===== config.mk =====
export PLATFORM = sky130hd
export DESIGN_NAME = sirc_tx_flat
export DESIGN_NICKNAME = d
export VERILOG_FILES = /design/src/rtl/sirc_pkg.sv /design/src/rtl/sirc_tx_if.sv /design/src/rtl/sirc_unit_tick.sv /design/src/rtl/sirc_tx.sv /design/src/flat_wrapper.sv
export SDC_FILE = /design/constraint.sdc
export NUM_CORES = 1
export LEC_CHECK = 0
export BUFFER_PORTS_ARGS = -buffer_cell sky130_fd_sc_hd__buf_2
export CAP_MARGIN = 20
export CORE_MARGIN = 10
export CORE_UTILIZATION = 59
export DETAILED_ROUTE_END_ITERATION = 16
export PLACE_DENSITY = 0.78
export SLEW_MARGIN = 30
export SYNTH_ARGS = -nofsm -noshare
export SYNTH_HDL_FRONTEND = slang
export SYNTH_SLANG_ARGS = --single-unit

===== constraint.sdc =====
create_clock -name clk -period 2.16 [get_ports clk]
set_input_delay 0.216 -clock clk [delete_from_list [all_inputs] [get_ports clk]]
set_output_delay 0.216 -clock clk [all_outputs]
set_load 0.01 [all_outputs]

===== src/rtl/sirc_pkg.sv =====
`default_nettype none
// ============================================================================
//  Module      : sirc_pkg
//  Description : Shared types and timing constants for the SIRC-style IR
//                command transmitter (state encoding, unit counts, frame
//                bit count) plus a small helper for mark durations.
//  Revision    : 1.0 - initial release
// ============================================================================
package sirc_pkg;

    // Frame sequencer states.
    typedef enum logic [2:0] {
        IDLE        = 3'd0,
        START_MARK  = 3'd1,
        START_SPACE = 3'd2,
        BIT_MARK    = 3'd3,
        BIT_SPACE   = 3'd4,
        GAP         = 3'd5
    } sirc_state_e;

    // Durations in timing units.
    localparam int unsigned START_UNITS = 4;
    localparam int unsigned ONE_UNITS   = 2;
    localparam int unsigned ZERO_UNITS  = 1;
    localparam int unsigned SPACE_UNITS = 1;
    localparam int unsigned NBITS       = 12;

    // Index of the last unit of a data-bit mark (0-based), by bit value.
    function automatic logic [1:0] mark_last_unit(input logic i_bit);
        return i_bit ? 2'(ONE_UNITS - 1) : 2'(ZERO_UNITS - 1);
    endfunction

endpackage : sirc_pkg
`default_nettype wire


===== src/rtl/sirc_tx_if.sv =====
`default_nettype none
// ============================================================================
//  Module      : sirc_tx_if
//  Description : Command/strobe and status/output bundle of the SIRC
//                transmitter.
//                  start  : request to send cmd (sampled every cycle)
//                  cmd    : 12-bit command (cmd[6:0] code, cmd[11:7] address)
//                  busy   : frame in progress, including trailing gap
//                  done   : one-cycle pulse when a frame completes
//                  ir_out : mark/space output (carrier-gated when enabled)
//                Modports: master drives start/cmd, slave (transmitter)
//                drives busy/done/ir_out.
//  Revision    : 1.0 - initial release
// ============================================================================
interface sirc_tx_if;

    logic                       start;
    logic [sirc_pkg::NBITS-1:0] cmd;
    logic                       busy;
    logic                       done;
    logic                       ir_out;

    modport master (
        output start,
        output cmd,
        input  busy,
        input  done,
        input  ir_out
    );

    modport slave (
        input  start,
        input  cmd,
        output busy,
        output done,
        output ir_out
    );

endinterface : sirc_tx_if
`default_nettype wire


===== src/rtl/sirc_unit_tick.sv =====
`default_nettype none
// ============================================================================
//  Module      : sirc_unit_tick
//  Description : Restartable prescaler. Counts 0..PERIOD-1 and flags the
//                terminal count (o_tick) and the count just before it
//                (o_pre, always 0 when PERIOD < 2).
//  Ports       : clk, rst_n (sync, active-low), i_restart (count -> 0 on
//                the next edge), o_tick, o_pre.
//  Revision    : 1.0 - initial release
// ============================================================================
module sirc_unit_tick #(
    parameter int unsigned PERIOD = 2
) (
    input  wire  clk,
    input  wire  rst_n,
    input  wire  i_restart,
    output logic o_tick,
    output logic o_pre
);

    localparam int unsigned     c_W    = (PERIOD > 1) ? $clog2(PERIOD) : 1;
    localparam logic [c_W-1:0]  c_LAST = c_W'(PERIOD - 1);
    localparam logic [c_W-1:0]  c_PRE  = (PERIOD >= 2) ? c_W'(PERIOD - 2) : '0;

    logic [c_W-1:0] r_cnt;

    always_ff @(posedge clk) begin
        if (!rst_n) begin
            r_cnt <= '0;
        end else if (i_restart || (r_cnt == c_LAST)) begin
            r_cnt <= '0;
        end else begin
            r_cnt <= r_cnt + 1'b1;
        end
    end

    assign o_tick = (r_cnt == c_LAST);
    assign o_pre  = (PERIOD >= 2) ? (r_cnt == c_PRE) : 1'b0;

endmodule : sirc_unit_tick
`default_nettype wire


===== src/rtl/sirc_tx.sv =====
`default_nettype none
// ============================================================================
//  Module      : sirc_tx
//  Description : 12-bit SIRC-style IR command transmitter. Start mark of 4
//                units, 1-unit space, then 12 bits LSB first, each a mark of
//                2 units (1) or 1 unit (0) followed by a 1-unit space. The
//                frame is padded with a gap so start marks of consecutive
//                frames are exactly FRAME_UNITS units apart.
//  Ports       : clk, rst_n (sync, active-low), bus (sirc_tx_if.slave:
//                start, cmd in; busy, done, ir_out out).
//  Options     : define SIRC_CARRIER_EN to AND the envelope with a square
//                carrier of period 2*CARRIER_HALF; otherwise ir_out is the
//                baseband envelope.
//  Revision    : 1.0 - initial release
// ============================================================================
module sirc_tx
    import sirc_pkg::*;
#(
    parameter int unsigned UNIT_CYCLES  = 30000,
    parameter int unsigned CARRIER_HALF = 625,
    parameter int unsigned FRAME_UNITS  = 75
) (
    input  wire      clk,
    input  wire      rst_n,
    sirc_tx_if.slave bus
);

    localparam int unsigned     c_FW        = $clog2(FRAME_UNITS + 1);
    localparam logic [c_FW-1:0] c_FRAME_END = c_FW'(FRAME_UNITS - 1);

    sirc_state_e      r_state;
    sirc_state_e      w_next;
    logic [1:0]       r_scnt;   // units elapsed in the current state
    logic [c_FW-1:0]  r_fcnt;   // units elapsed since the start-mark edge
    logic [3:0]       r_bcnt;   // bits already sent
    logic [NBITS-1:0] r_sh;

    logic             w_tick;
    logic             w_pre;
    logic             w_restart;
    logic             w_accept;
    logic             w_bit_end;

    logic             w_busy_n;
    logic             w_done_n;
    logic             w_env_n;
    logic             w_ir_n;

    logic             r_busy;
    logic             r_done;
    logic             r_ir;

    // The unit timer runs from 0 in every state; it is held at 0 in IDLE so
    // the first start-mark unit is full length.
    assign w_restart = (w_next != r_state) || (r_state == IDLE);
    assign w_accept  = (r_state == IDLE) && bus.start;
    assign w_bit_end = (r_state == BIT_SPACE) && w_tick &&
                       (r_scnt == 2'(SPACE_UNITS - 1));

    sirc_unit_tick #(
        .PERIOD    (UNIT_CYCLES)
    ) u_unit (
        .clk       (clk),
        .rst_n     (rst_n),
        .i_restart (w_restart),
        .o_tick    (w_tick),
        .o_pre     (w_pre)
    );

    // ------------------------------------------------------------------
    // State register and registered outputs
    // ------------------------------------------------------------------
    always_ff @(posedge clk) begin
        if (!rst_n) begin
            r_state <= IDLE;
            r_busy  <= 1'b0;
            r_done  <= 1'b0;
            r_ir    <= 1'b0;
        end else begin
            r_state <= w_next;
            r_busy  <= w_busy_n;
            r_done  <= w_done_n;
            r_ir    <= w_ir_n;
        end
    end

    // ------------------------------------------------------------------
    // Next-state logic
    // ------------------------------------------------------------------
    always_comb begin
        w_next = r_state;
        case (r_state)
            IDLE: begin
                if (bus.start) w_next = START_MARK;
            end
            START_MARK: begin
                if (w_tick && (r_scnt == 2'(START_UNITS - 1))) w_next = START_SPACE;
            end
            START_SPACE: begin
                if (w_tick && (r_scnt == 2'(SPACE_UNITS - 1))) w_next = BIT_MARK;
            end
            BIT_MARK: begin
                if (w_tick && (r_scnt == mark_last_unit(r_sh[0]))) w_next = BIT_SPACE;
            end
            BIT_SPACE: begin
                if (w_bit_end) begin
                    w_next = (r_bcnt == 4'(NBITS - 1)) ? GAP : BIT_MARK;
                end
            end
            GAP: begin
                // Leave one cycle before the last unit ends: the IDLE cycle
                // that follows is the final cycle of the frame, so a held
                // start lands the next start mark exactly FRAME_UNITS later.
                if (w_pre && (r_fcnt >= c_FRAME_END)) w_next = IDLE;
            end
            default: w_next = IDLE;
        endcase
    end

    // ------------------------------------------------------------------
    // Output logic (next values, registered above)
    // ------------------------------------------------------------------
    always_comb begin
        w_busy_n = (w_next != IDLE);
        w_done_n = (r_state == GAP) && (w_next == IDLE);
        w_env_n  = (w_next == START_MARK) || (w_next == BIT_MARK);
    end

    // ------------------------------------------------------------------
    // Counters and shift register
    // ------------------------------------------------------------------
    always_ff @(posedge clk) begin
        if (!rst_n) begin
            r_scnt <= '0;
            r_fcnt <= '0;
            r_bcnt <= '0;
            r_sh   <= '0;
        end else begin
            if (w_restart) begin
                r_scnt <= '0;
            end else if (w_tick) begin
                r_scnt <= r_scnt + 1'b1;
            end

            if (w_accept) begin
                r_fcnt <= '0;
            end else if (w_tick && (r_state != IDLE) && (r_fcnt < c_FW'(FRAME_UNITS))) begin
                r_fcnt <= r_fcnt + 1'b1;
            end

            if (w_accept) begin
                r_bcnt <= '0;
                r_sh   <= bus.cmd;
            end else if (w_bit_end) begin
                r_bcnt <= r_bcnt + 1'b1;
                r_sh   <= {1'b0, r_sh[NBITS-1:1]};
            end
        end
    end

`ifdef SIRC_CARRIER_EN
    // ------------------------------------------------------------------
    // Carrier: phase restarts high on every mark entry.
    // ------------------------------------------------------------------
    logic w_mark_entry;
    logic w_car_tick;
    logic w_car_n;
    logic r_car;

    assign w_mark_entry = w_env_n && (r_state != START_MARK) && (r_state != BIT_MARK);

    sirc_unit_tick #(
        .PERIOD    (CARRIER_HALF)
    ) u_carrier (
        .clk       (clk),
        .rst_n     (rst_n),
        .i_restart (w_mark_entry),
        .o_tick    (w_car_tick),
        .o_pre     ()
    );

    always_comb begin
        w_car_n = r_car;
        if (w_mark_entry) begin
            w_car_n = 1'b1;
        end else if (w_car_tick) begin
            w_car_n = ~r_car;
        end
    end

    always_ff @(posedge clk) begin
        if (!rst_n) begin
            r_car <= 1'b0;
        end else begin
            r_car <= w_car_n;
        end
    end

    assign w_ir_n = w_env_n & w_car_n;
`else
    assign w_ir_n = w_env_n;
`endif

    assign bus.busy   = r_busy;
    assign bus.done   = r_done;
    assign bus.ir_out = r_ir;

endmodule : sirc_tx
`default_nettype wire

===== src/flat_wrapper.sv =====
// flat-port wrapper written by rule: the top's interface ports become plain ports
module sirc_tx_flat import sirc_pkg::*;
#(
    parameter int unsigned UNIT_CYCLES  = 30000,
    parameter int unsigned CARRIER_HALF = 625,
    parameter int unsigned FRAME_UNITS  = 75
)
  (clk, rst_n, bus_start, bus_cmd, bus_busy, bus_done, bus_ir_out);
  sirc_tx_if bus_i ();
  input  wire clk;
  input  wire rst_n;
  input wire logic [$bits(bus_i.start)-1:0] bus_start;
  input wire logic [$bits(bus_i.cmd)-1:0] bus_cmd;
  output wire logic [$bits(bus_i.busy)-1:0] bus_busy;
  output wire logic [$bits(bus_i.done)-1:0] bus_done;
  output wire logic [$bits(bus_i.ir_out)-1:0] bus_ir_out;
  assign bus_i.start = bus_start;
  assign bus_i.cmd = bus_cmd;
  assign bus_busy = bus_i.busy;
  assign bus_done = bus_i.done;
  assign bus_ir_out = bus_i.ir_out;
  sirc_tx #(.UNIT_CYCLES(UNIT_CYCLES), .CARRIER_HALF(CARRIER_HALF), .FRAME_UNITS(FRAME_UNITS)) u_core (.clk(clk), .rst_n(rst_n), .bus(bus_i));
endmodule

==> results_dict.tcl, run 1 <==
set metrics [dict create \
    floorplan.die.width_um 84.5 \
    fmax_ghz 0.497 \
    power_switching_share 0.234 \
    timing.critical_path.to_type "flop" \
    design.final.nets 330 \
    asyncSetResetFlopFracSynth 0 \
    setup_repair_after_global_routing_missed_its_margin "false" \
    initialDrtViolationCount 114 \
    synth.net_count 312 \
    maxCapViolCount 0 \
    slew_violations 0 \
    whs_ps 136 \
    cp_cell_sequence "ha_1, and4_1, nand4_2, nor4_1, or3_1, buf_4, nor4b_2" \
    clk_root_buffer_cell "sky130_fd_sc_hd__clkbuf_8" \
    worstSetupPathType "flop to flop" \
    start_util 0.613 \
    detailedRoute.firstPassIterationCount 4 \
    global_route.usage.met3 0.0415 \
    setup-violations-final 0 \
    antenna_left 0 \
    postSynth.topFlopCell "sky130_fd_sc_hd__dfxtp_1" \
    floorplan.io_pins 18 \
    max-vdd-ir-drop_uv 583 \
    timing.critical_path.slowest_stage_cell "sky130_fd_sc_hd__or3_1" \
    use_met2 0.234 \
    internal_power_w 0.00126 \
    clock_latency_ps 310 \
    drc_errors 0 \
    tritoncts.num_buffers 5 \
    cts_resized 0 \
    finalClockSkew_ps 11.2 \
    slowest_delay_ps 390 \
    syn-instance-count 290 \
    synth.avg_cell_area_sq_um 8.46 \
    htree_levels 2 \
    busiest_layer "met2" \
    power.clock.fraction 0.395 \
    ctsLongestPathBuffers 2 \
    power.density_nw_per_um2 610 \
    synth_edf_count 0 \
    final.setup.tns_ps 0 \
    grt_pass1_wl_mm 9.10 \
    place_ws_ps 185 \
    placementRows 23 \
    globalRouteOverflowTotal 0 \
    tritoncts "yes" \
    final_layout_size_suffix_gt1_frac 0.162 \
    grt_max_degree 24 \
    grt_use_total 0.147 \
    gpl.final_weighted_congestion 0.825 \
    worst_pin_slew_ps 396 \
    post-route-worst-setup-slack_ps 149 \
    route.final.wire_length_mm 5.17 \
    post_route_fraction_of_the_period_consumed_by_the_critical_path 0.931 \
    net_switching_power_w 0.000386 \
    floorplan.core_area_sq_um 4000 \
    port_buffers 17 \
    vias_per_cell 5.91 \
    yosys_warnings 0 \
    fill_cells 327 \
    vias 2122 \
    hold_violation_count_in_the_final_report 0 \
    seqPwrFrac 0.536 \
    start_kind "flop" \
    cp_data_arrival_time_ps 2230 \
    wire_per_inst_um 14.4 \
    crit_required_ps 2380 \
    antenna_cells_inserted 0 \
    critPathMaxFanout 8 \
    run_status "finished clean" \
    cts_post_setup_buffers_inserted 0 \
    routing_usage_on_met1 0.184 \
    vias_in_the_first_global_route 2067 \
    max_slew_margin 0.735 \
    synth-seq-cells 46 \
    chipHeight_um 84.5 \
    die-area_sq_um 7140 \
    grt_antenna_before_repair 0 \
    post_cts_hold_buffer_count 0 \
    place_hpwl_mm 3.66 \
    clock_pin_slew_worst_setup_and_hold_paths_ps 90 \
    comb_power_share 0.069 \
    synth_cell_types 47 \
    layout_min_cycle_time_ps 2010 \
    synthesis.area_sq_um 2450 \
    area_growth_syn_to_layout_pct 10.2 \
    cts.sink_count 46 \
    static-leakage-power_nw 1.05 \
    worst_hold_path_type "input port to flop" \
    synth.yosys.seq_area_share 0.375 \
]
## placed cells by master, fill, tap and decap left out, types with 8 or more instances in the layout
cell                       instances
sky130_fd_sc_hd__a311oi_1         11
sky130_fd_sc_hd__buf_2            17
sky130_fd_sc_hd__buf_4            13
sky130_fd_sc_hd__dfxtp_1          46
sky130_fd_sc_hd__inv_1            12
sky130_fd_sc_hd__nand2_1          29
sky130_fd_sc_hd__nand3_1          26
sky130_fd_sc_hd__nor2_1           32
sky130_fd_sc_hd__nor3_1            9
sky130_fd_sc_hd__xnor2_1           9
sky130_fd_sc_hd__xor2_1            8
## logic make-up after synthesis
family / after synthesis / synth area share
AOI/OAI and AO/OA: 39 / 0.117
and+or+nand+nor: 148 / 0.340
muxes: 2 / 0.0102
DFF: 46 / 0.375
adders and majority gates: 7 / 0.0357
xor gates and xnor gates: 17 / 0.0607
buffers and inverters: 31 / 0.0607
## worst paths after layout
check | from | end | slack, ps | depth (start not counted)
max reg2reg | u_core.u_unit.r_cnt[0] | u_core.u_unit.r_cnt[14] | 150 | 7
max | u_core.u_unit.r_cnt[0] | u_core.u_unit.r_cnt[14] | 150 | 7
min | bus_cmd[11] | u_core.r_sh[11] | 140 | 3
min reg2reg | u_core.r_bcnt[1] | u_core.r_bcnt[1] | 470 | 2
## per-stage QoR
| step | total power [W] | instances | util | instance area [sq um] |
|---|---|---|---|---|
| after global routing | 0.00170 | 359 | 0.676 | 2710 |
| final | 0.00165 | 359 | 0.676 | 2710 |
| after CTS | 0.00166 | 359 | 0.676 | 2710 |
| after detailed placement | 0.00102 | 351 | 0.649 | 2590 |
| after global placement | 0.00102 | 351 | 0.649 | 2590 |
| after floorplan | 0.000979 | 290 | - | 2450 |
## synthesized netlist by cell type, types with 2 or more instances
| cell | number | area (sq um) |
|---|---|---|
| sky130_fd_sc_hd__dfxtp_1 | 46 | 921 |
| sky130_fd_sc_hd__nor2_1 | 32 | 120 |
| sky130_fd_sc_hd__nand2_1 | 29 | 109 |
| sky130_fd_sc_hd__nand3_1 | 26 | 130 |
| sky130_fd_sc_hd__inv_1 | 12 | 45.0 |
| sky130_fd_sc_hd__a311oi_1 | 11 | 96.3 |
| sky130_fd_sc_hd__nor3_1 | 9 | 45.0 |
| sky130_fd_sc_hd__xnor2_1 | 9 | 78.8 |
| sky130_fd_sc_hd__buf_2 | 8 | 40.0 |
| sky130_fd_sc_hd__xor2_1 | 8 | 70.1 |
| sky130_fd_sc_hd__clkbuf_1 | 7 | 26.3 |
| sky130_fd_sc_hd__ha_1 | 7 | 87.6 |
| sky130_fd_sc_hd__nor2b_1 | 7 | 43.8 |
| sky130_fd_sc_hd__a21oi_1 | 6 | 30.0 |
| sky130_fd_sc_hd__and3_1 | 6 | 37.5 |
| sky130_fd_sc_hd__and4_1 | 6 | 52.6 |
| sky130_fd_sc_hd__nand4_1 | 6 | 37.5 |
| sky130_fd_sc_hd__nor3_2 | 6 | 60.1 |
| sky130_fd_sc_hd__and2_1 | 4 | 25.0 |
| sky130_fd_sc_hd__o21a_1 | 4 | 30.0 |
| sky130_fd_sc_hd__o21ai_0 | 4 | 20.0 |
| sky130_fd_sc_hd__nor4_1 | 3 | 18.8 |
| sky130_fd_sc_hd__nor4b_2 | 3 | 45.0 |
| sky130_fd_sc_hd__o21ai_1 | 3 | 15.0 |
| sky130_fd_sc_hd__or3_1 | 3 | 18.8 |
| sky130_fd_sc_hd__a21o_1 | 2 | 15.0 |
| sky130_fd_sc_hd__buf_4 | 2 | 15.0 |
| sky130_fd_sc_hd__buf_6 | 2 | 22.5 |
## critical path: cells and delay by family (launching register included)
family	cells	cell delay (ps)
and+or+nand+nor	5	1140
buffers and inverters	1	190
adders and majority gates	1	240
DFF	1	350
## layer usage
metal | wire (um) | share of wire
met5 | 0 | 0
met4 | 78 | 0.015
met3 | 180 | 0.035
met2 | 2370 | 0.46
met1 | 2540 | 0.49
## power by group through the flow
stage	Combinational (W)	Sequential, W	Clock, W
global placement	0.000112	0.000904	0
detailed placement	0.000114	0.000904	0
global route	0.000128	0.000888	0.000682
finish	0.000114	0.000885	0.000652
CTS	0.000115	0.000884	0.000658
floorplan	0.0000758	0.000903	0
## state kept, by name (all words and copies together), names as in the netlist
name	cells
u_core.u_unit.r_cnt	15
u_core.r_sh	12
u_core.r_fcnt	7
u_core.r_bcnt	4
u_core.r_state	3
u_core.r_scnt	2
u_core.bus.busy	1
u_core.bus.done	1
u_core.bus.ir_out	1
## cell type report
type,count,area (sq um),area share
repair buffers,30,183,0.0675
clock inverters,2,37.5,0.0139
well taps,50,62.6,0.0231
flip-flops and latches,46,921,0.340
clock buffers,6,72.6,0.0268
multi-input cells,213,1380,0.512
inverters,12,45.0,0.0167
Note: power is estimated with default switching activity, not from simulation.
==> inputs of run 2 (changes only) <==
--- a/config.mk
+++ b/config.mk
@@ -7,10 +7,11 @@
 export LEC_CHECK = 0
 export BUFFER_PORTS_ARGS = -buffer_cell sky130_fd_sc_hd__buf_2
 export CAP_MARGIN = 20
-export CORE_MARGIN = 10
+export CORE_MARGIN = 3
 export CORE_UTILIZATION = 59
 export DETAILED_ROUTE_END_ITERATION = 16
 export PLACE_DENSITY = 0.78
+export REMOVE_ABC_BUFFERS = 1
 export SLEW_MARGIN = 30
 export SYNTH_ARGS = -nofsm -noshare
 export SYNTH_HDL_FRONTEND = slang
==> run 2 against run 1 <==
Compared with the run above:
- worst setup slack better by 0.57 ps
- die area fell by 30%
- first-iteration DRC count rose by 63%
- total power decreased by 6.6%
- global-route usage rose by 6.7 points
- clock skew is essentially flat
- combinational power about the same
- sequential power is essentially flat
- clock power decreased by 17%
- final area shrank 0.42%
==> results_dict.tcl, run 2 (synthesis gave the netlist of run 1 again) <==
set metrics [dict create \
    post_route_fraction_of_the_period_consumed_by_the_critical_path 0.931 \
    drc_errors 0 \
    critical-path-top-delay-family "compound AO/OA/AOI/OAI gates" \
    timing.critical_path.to_type "flop" \
    initialDrtViolationCount 186 \
    routing_usage_on_met1 0.299 \
    cp_cell_sequence "ha_1, and4_1, and4_1, a21oi_1, o211ai_1, o41a_1" \
    final.setup.tns_ps 0 \
    port_buffers 17 \
    comb_power_share 0.073 \
    detailedRoute.firstPassIterationCount 4 \
    area_growth_syn_to_layout_pct 9.79 \
    clk_root_buffer_cell "sky130_fd_sc_hd__clkbuf_8" \
    layout.cells.most_common "sky130_fd_sc_hd__dfxtp_1" \
    cp_data_arrival_time_ps 2200 \
    floorplan.die.width_um 70.5 \
    grt_max_degree 24 \
    critical_path_depth 6 \
    worst_hold_path_type "input port to flop" \
    whs_ps 151 \
    floorplan.io_pins 18 \
    grt_antenna_before_repair 0 \
    use_met2 0.318 \
    placementRows 22 \
    power.clock.fraction 0.353 \
    wire_per_inst_um 14.5 \
    power_switching_share 0.236 \
    grt_use_total 0.214 \
    seqPwrFrac 0.574 \
    worstSetupPathType "flop to flop" \
    vias_in_the_first_global_route 1879 \
    r2r.worst_path.cells 6 \
    slew_violations 0 \
    mostFrequentLayoutCells "sky130_fd_sc_hd__dfxtp_1, sky130_fd_sc_hd__nor2_1, sky130_fd_sc_hd__nand2_1" \
    ctsLongestPathBuffers 2 \
    post-route-worst-setup-slack_ps 149 \
    layout_min_cycle_time_ps 2010 \
    max_slew_margin 0.741 \
    tritoncts.num_buffers 5 \
    layout_top_registers "u_core.u_unit.r_cnt: 15 flops, u_core.r_sh: 12 flops, u_core.r_fcnt: 7 flops" \
    static-leakage-power_nw 1.05 \
    crit_required_ps 2350 \
    internal_power_w 0.00118 \
    post_cts_hold_buffer_count 0 \
    timing.critical_path.slowest_stage_cell "sky130_fd_sc_hd__o41a_1" \
    largest_register "u_core.u_unit.r_cnt" \
    fill_cells 323 \
    crit_top_cell "sky130_fd_sc_hd__and4_1" \
    finalClockSkew_ps 11.4 \
    chipHeight_um 70.5 \
    route.final.wire_length_mm 5.17 \
    setup-violations-final 0 \
    antenna_left 0 \
    cp-endpoint "u_core.bus.busy" \
    regArea_sq_um 921 \
    power.density_nw_per_um2 573 \
    globalRouteOverflowTotal 0 \
    design.final.nets 330 \
    vias_per_cell 5.83 \
    floorplan.core_area_sq_um 3830 \
    cts_post_setup_buffers_inserted 0 \
    rr_startpoint "u_core.u_unit.r_cnt[0]" \
    antenna_cells_inserted 0 \
    clock_pin_slew_worst_setup_and_hold_paths_ps 90 \
    place_ws_ps 187 \
    critPathMaxFanout 4 \
    start_util 0.641 \
    beginning_of_the_critical_path "u_core.u_unit.r_cnt[0]" \
    vias 2082 \
    setup.reg_to_reg.worst_slack_ps 150 \
    max-vdd-ir-drop_uv 372 \
    grt_pass1_wl_mm 8.72 \
    fmax_ghz 0.497 \
    busiest_layer "met2" \
    tritoncts "yes" \
    path_buf_inv 0 \
    slowest_delay_ps 390 \
    global_route.usage.met3 0.0504 \
    htree_levels 2 \
    largest_register_ff_count 15 \
    worst_pin_slew_ps 385 \
    net_switching_power_w 0.000365 \
    maxCapViolCount 0 \
    hold_violation_count_in_the_final_report 0 \
    r2r-end "u_core.bus.busy" \
    multi_input_gate_area_in_the_final_layout_sq_um 1390 \
    run_status "finished clean" \
    design_power_total_w 0.00154 \
    start_kind "flop" \
    place_hpwl_mm 3.63 \
    final_layout_size_suffix_gt1_frac 0.165 \
    clock_latency_ps 300 \
    cts.sink_count 46 \
    gpl.final_weighted_congestion 0.845 \
    setup_repair_after_global_routing_missed_its_margin "false" \
    die-area_sq_um 4970 \
]
## run 2: cell types whose count changed in the layout (fill, tap and decap cells not counted), sizes merged
cell / delta
clkbuf: +1
clkinv: +1
bufinv: -1
clkinvlp: -1
## run 2: repair_timing
item                                    CTS  global route
gates resized for setup                   0             2
endpoints found under the setup margin    0             8
hold endpoints to repair                  0             0
## run 2: through the flow
| stage | instances | cell area (sq um) | util |
|---|---|---|---|
| 2_1_floorplan | 271 | 2350 | - |
| 3_3_place_gp | 349 | 2590 | 0.678 |
| 3_5_place_dp | 349 | 2590 | 0.678 |
| 4_1_cts | 357 | 2680 | 0.701 |
| 5_1_grt | 357 | 2690 | 0.704 |
| 6_report | 357 | 2690 | 0.704 |
## run 2: area by class of cell
type                            instances  share of cell area
Tap cell                               48              0.0223
Inverter                               12              0.0167
Clock buffer                            7              0.0320
Timing Repair Buffer                   30              0.0678
Sequential cell                        46               0.342
Multi-Input combinational cell        213               0.517
Clock inverter                          1             0.00186
## run 2: power groups by stage
stage	clock, W	sequential [W]	combinational [W]
final	0.000544	0.000886	0.000113
after global routing	0.000586	0.000888	0.000125
after CTS	0.000551	0.000886	0.000112
after detailed placement	0	0.000905	0.000111
after global placement	0	0.000905	0.000110
after floorplan	0	0.000903	0.0000670
## run 2: how the worst min path moves through the flow
stage                     depth (start not counted)  slack [ps]           endpoint             from
after floorplan                                   1         330  u_core.r_state[2]            rst_n
after global placement                            2         450    u_core.r_sh[11]  u_core.r_sh[11]
after detailed placement                          2         460    u_core.r_sh[11]  u_core.r_sh[11]
after CTS                                         3         150    u_core.r_sh[11]      bus_cmd[11]
after global routing                              3         160    u_core.r_sh[11]      bus_cmd[11]
final                                             3         150    u_core.r_sh[11]      bus_cmd[11]
## run 2: tightest hold or removal path, stage by stage
cell and delay, ps:
sky130_fd_sc_hd__buf_2 100, sky130_fd_sc_hd__nand2_1 50, sky130_fd_sc_hd__a21oi_1 50
## run 2: metal layers
layer / routed length, um / vias up
met5: 0 / -
met2: 2400 / 44
met4: 89 / 0
met3: 230 / 8
li1: - / 1061
met1: 2450 / 969
==> inputs of run 3 (changes only) <==
--- a/config.mk
+++ b/config.mk
@@ -7,7 +7,6 @@
 export LEC_CHECK = 0
 export BUFFER_PORTS_ARGS = -buffer_cell sky130_fd_sc_hd__buf_2
 export CAP_MARGIN = 20
-export CORE_MARGIN = 3
 export CORE_UTILIZATION = 59
 export DETAILED_ROUTE_END_ITERATION = 16
 export PLACE_DENSITY = 0.78
==> run 3 against run 2 <==
Compared with the run above:
- final area rose by 0.46%
- register-to-register slack improved by 30 ps
- first-iteration DRC count fell by 47%
- core utilization fell by 2.7 points
- clock skew fell by 6.0 ps
- routed wire length fell by 4.6%
- combinational power barely moved
- critical endpoint is now u_core.u_unit.r_cnt[14]
- largest power group unchanged
- highest routed layer unchanged
==> results_dict.tcl, run 3 (synthesis gave the netlist of run 1 again) <==
set metrics [dict create \
    run_status "finished clean" \
    largest_register_ff_count 15 \
    chipHeight_um 66.5 \
    crit_required_ps 2380 \
    grt_antenna_before_repair 0 \
    antenna_left 0 \
    htree_levels 2 \
    routing_usage_on_met1 0.296 \
    finalClockSkew_ps 5.35 \
    rr_startpoint "u_core.u_unit.r_cnt[0]" \
    critical_path_depth 7 \
    floorplan.core_area_sq_um 4000 \
    tritoncts "yes" \
    vias 2057 \
    tritoncts.num_buffers 5 \
    grt_use_total 0.246 \
    clock_latency_ps 300 \
    design.final.nets 331 \
    setup-violations-final 0 \
    vias_in_the_first_global_route 1825 \
    globalRouteOverflowTotal 0 \
    timing.critical_path.to_type "flop" \
    setup.reg_to_reg.worst_slack_ps 180 \
    layout.cells.most_common "sky130_fd_sc_hd__dfxtp_1" \
    cts.sink_count 46 \
    detailedRoute.firstPassIterationCount 4 \
    cts_post_setup_buffers_inserted 0 \
    post_route_fraction_of_the_period_consumed_by_the_critical_path 0.916 \
    global_route.usage.met3 0.0548 \
    holdPathEnd "u_core.r_sh[11]" \
    whs_ps 146 \
    floorplan.die.width_um 66.5 \
    power.density_nw_per_um2 570 \
    initialDrtViolationCount 99 \
    post_cts_hold_buffer_count 0 \
    vias_per_cell 5.71 \
    post_dp_cell_area_sq_um 2620 \
    antenna_cells_inserted 0 \
    clock_pin_slew_worst_setup_and_hold_paths_ps 80 \
    drc_errors 0 \
    worstSetupPathType "flop to flop" \
    layout_top_registers "u_core.u_unit.r_cnt: 15 flops, u_core.r_sh: 12 flops, u_core.r_fcnt: 7 flops" \
    maxCapViolCount 0 \
    r2r.worst_path.cells 7 \
    gpl.final_weighted_congestion 0.878 \
    grt_max_degree 19 \
    max-vdd-ir-drop_uv 430 \
    final_layout_size_suffix_gt1_frac 0.165 \
    timing.critical_path.slowest_stage_cell "sky130_fd_sc_hd__or3_1" \
    fmax_ghz 0.505 \
    r2r-end "u_core.u_unit.r_cnt[14]" \
    critPathMaxFanout 9 \
    area_growth_syn_to_layout_pct 10.3 \
    busiest_layer "met2" \
    layout_min_cycle_time_ps 1980 \
    port_buffers 17 \
    ctsLongestPathBuffers 2 \
    place_hpwl_mm 3.55 \
    path_buf_inv 1 \
    floorplan.io_pins 18 \
    worst_hold_path_type "input port to flop" \
    max_slew_margin 0.765 \
    largest_register "u_core.u_unit.r_cnt" \
    cp_data_arrival_time_ps 2200 \
    start_kind "flop" \
    die-area_sq_um 4420 \
    design_area_sq_um 2710 \
    placementRows 23 \
    use_met2 0.416 \
    hold-path-cell-count 3 \
    route.final.wire_length_mm 4.93 \
    slowest_delay_ps 370 \
    mostFrequentLayoutCells "sky130_fd_sc_hd__dfxtp_1, sky130_fd_sc_hd__nor2_1, sky130_fd_sc_hd__nand2_1" \
    cp_cell_sequence "ha_1, and4_1, nand4_2, nor4_1, or3_1, buf_4, nor4b_2" \
    hold_path_startpoint "bus_cmd[11]" \
    setup_repair_after_global_routing_missed_its_margin "false" \
    hold_violation_count_in_the_final_report 0 \
    start_util 0.613 \
    slew_violations 0 \
    clk_root_buffer_cell "sky130_fd_sc_hd__clkbuf_8" \
    worst_pin_slew_ps 352 \
    static-leakage-power_nw 1.05 \
    critical-path-top-delay-family "simple AND/OR/NAND/NOR gates" \
    cts_resized 0 \
    final.setup.tns_ps 0 \
    grt_pass1_wl_mm 8.22 \
    wire_per_inst_um 13.7 \
]
[run 3: cell count changes in the layout (fill, tap and decap cells not counted)]
cell,previous run,this run
sky130_fd_sc_hd__and4_1,5,6
sky130_fd_sc_hd__and4_2,1,0
sky130_fd_sc_hd__buf_12,0,1
sky130_fd_sc_hd__nand4_2,0,1
sky130_fd_sc_hd__nand4_4,1,0
[run 3: worst reg2reg max path, delay by kind of cell, from the launching register on]
kind	cells	cell delay, ps
buffers and inverters	1	190
adder cells (fa/ha/maj)	1	240
AND/OR/NAND/NOR	5	1110
flip-flops	1	350
[run 3: worst max path at each step]
stage | startpoint | endpoint
2_1_floorplan | u_core.r_scnt[0] | u_core.r_bcnt[3]
3_3_place_gp | u_core.u_unit.r_cnt[0] | u_core.u_unit.r_cnt[14]
3_5_place_dp | u_core.u_unit.r_cnt[0] | u_core.u_unit.r_cnt[14]
4_1_cts | u_core.u_unit.r_cnt[0] | u_core.u_unit.r_cnt[14]
5_1_grt | u_core.r_scnt[0] | u_core.u_unit.r_cnt[14]
6_report | u_core.u_unit.r_cnt[0] | u_core.u_unit.r_cnt[14]
[run 3: final cells by class]
| class | instances | area [sq um] |
|---|---|---|
| sequential | 46 | 921 |
| clock buffer | 7 | 86.3 |
| inverter | 12 | 45.0 |
| fill | 326 | 1290 |
| clock inverter | 1 | 5.00 |
| timing repair buffer | 31 | 203 |
| tap | 50 | 62.6 |
| multi-input combinational | 213 | 1380 |
[run 3: metal layers]
| metal | share of wire | routed length, um |
|---|---|---|
| met4 | 0.022 | 107 |
| met1 | 0.46 | 2250 |
| met2 | 0.49 | 2400 |
| met5 | 0 | 0 |
| met3 | 0.034 | 169 |
[run 3: metrics by stage]
step                total power [W]  std cells  utilization  setup slack [ps]
floorplan                  0.000970        271            -              46.9
global placement            0.00102        352        0.654               240
detailed placement          0.00102        352        0.654               203
CTS                         0.00156        360        0.677               183
global route                0.00160        360        0.677              77.0
finish                      0.00154        360        0.677               182
[run 3: power by group]
group	switching (W)	internal [W]	leakage, nW
combinational	0.0000651	0.0000493	0.628
clock	0.000284	0.000258	0.0482
sequential	0.0000144	0.000871	0.374
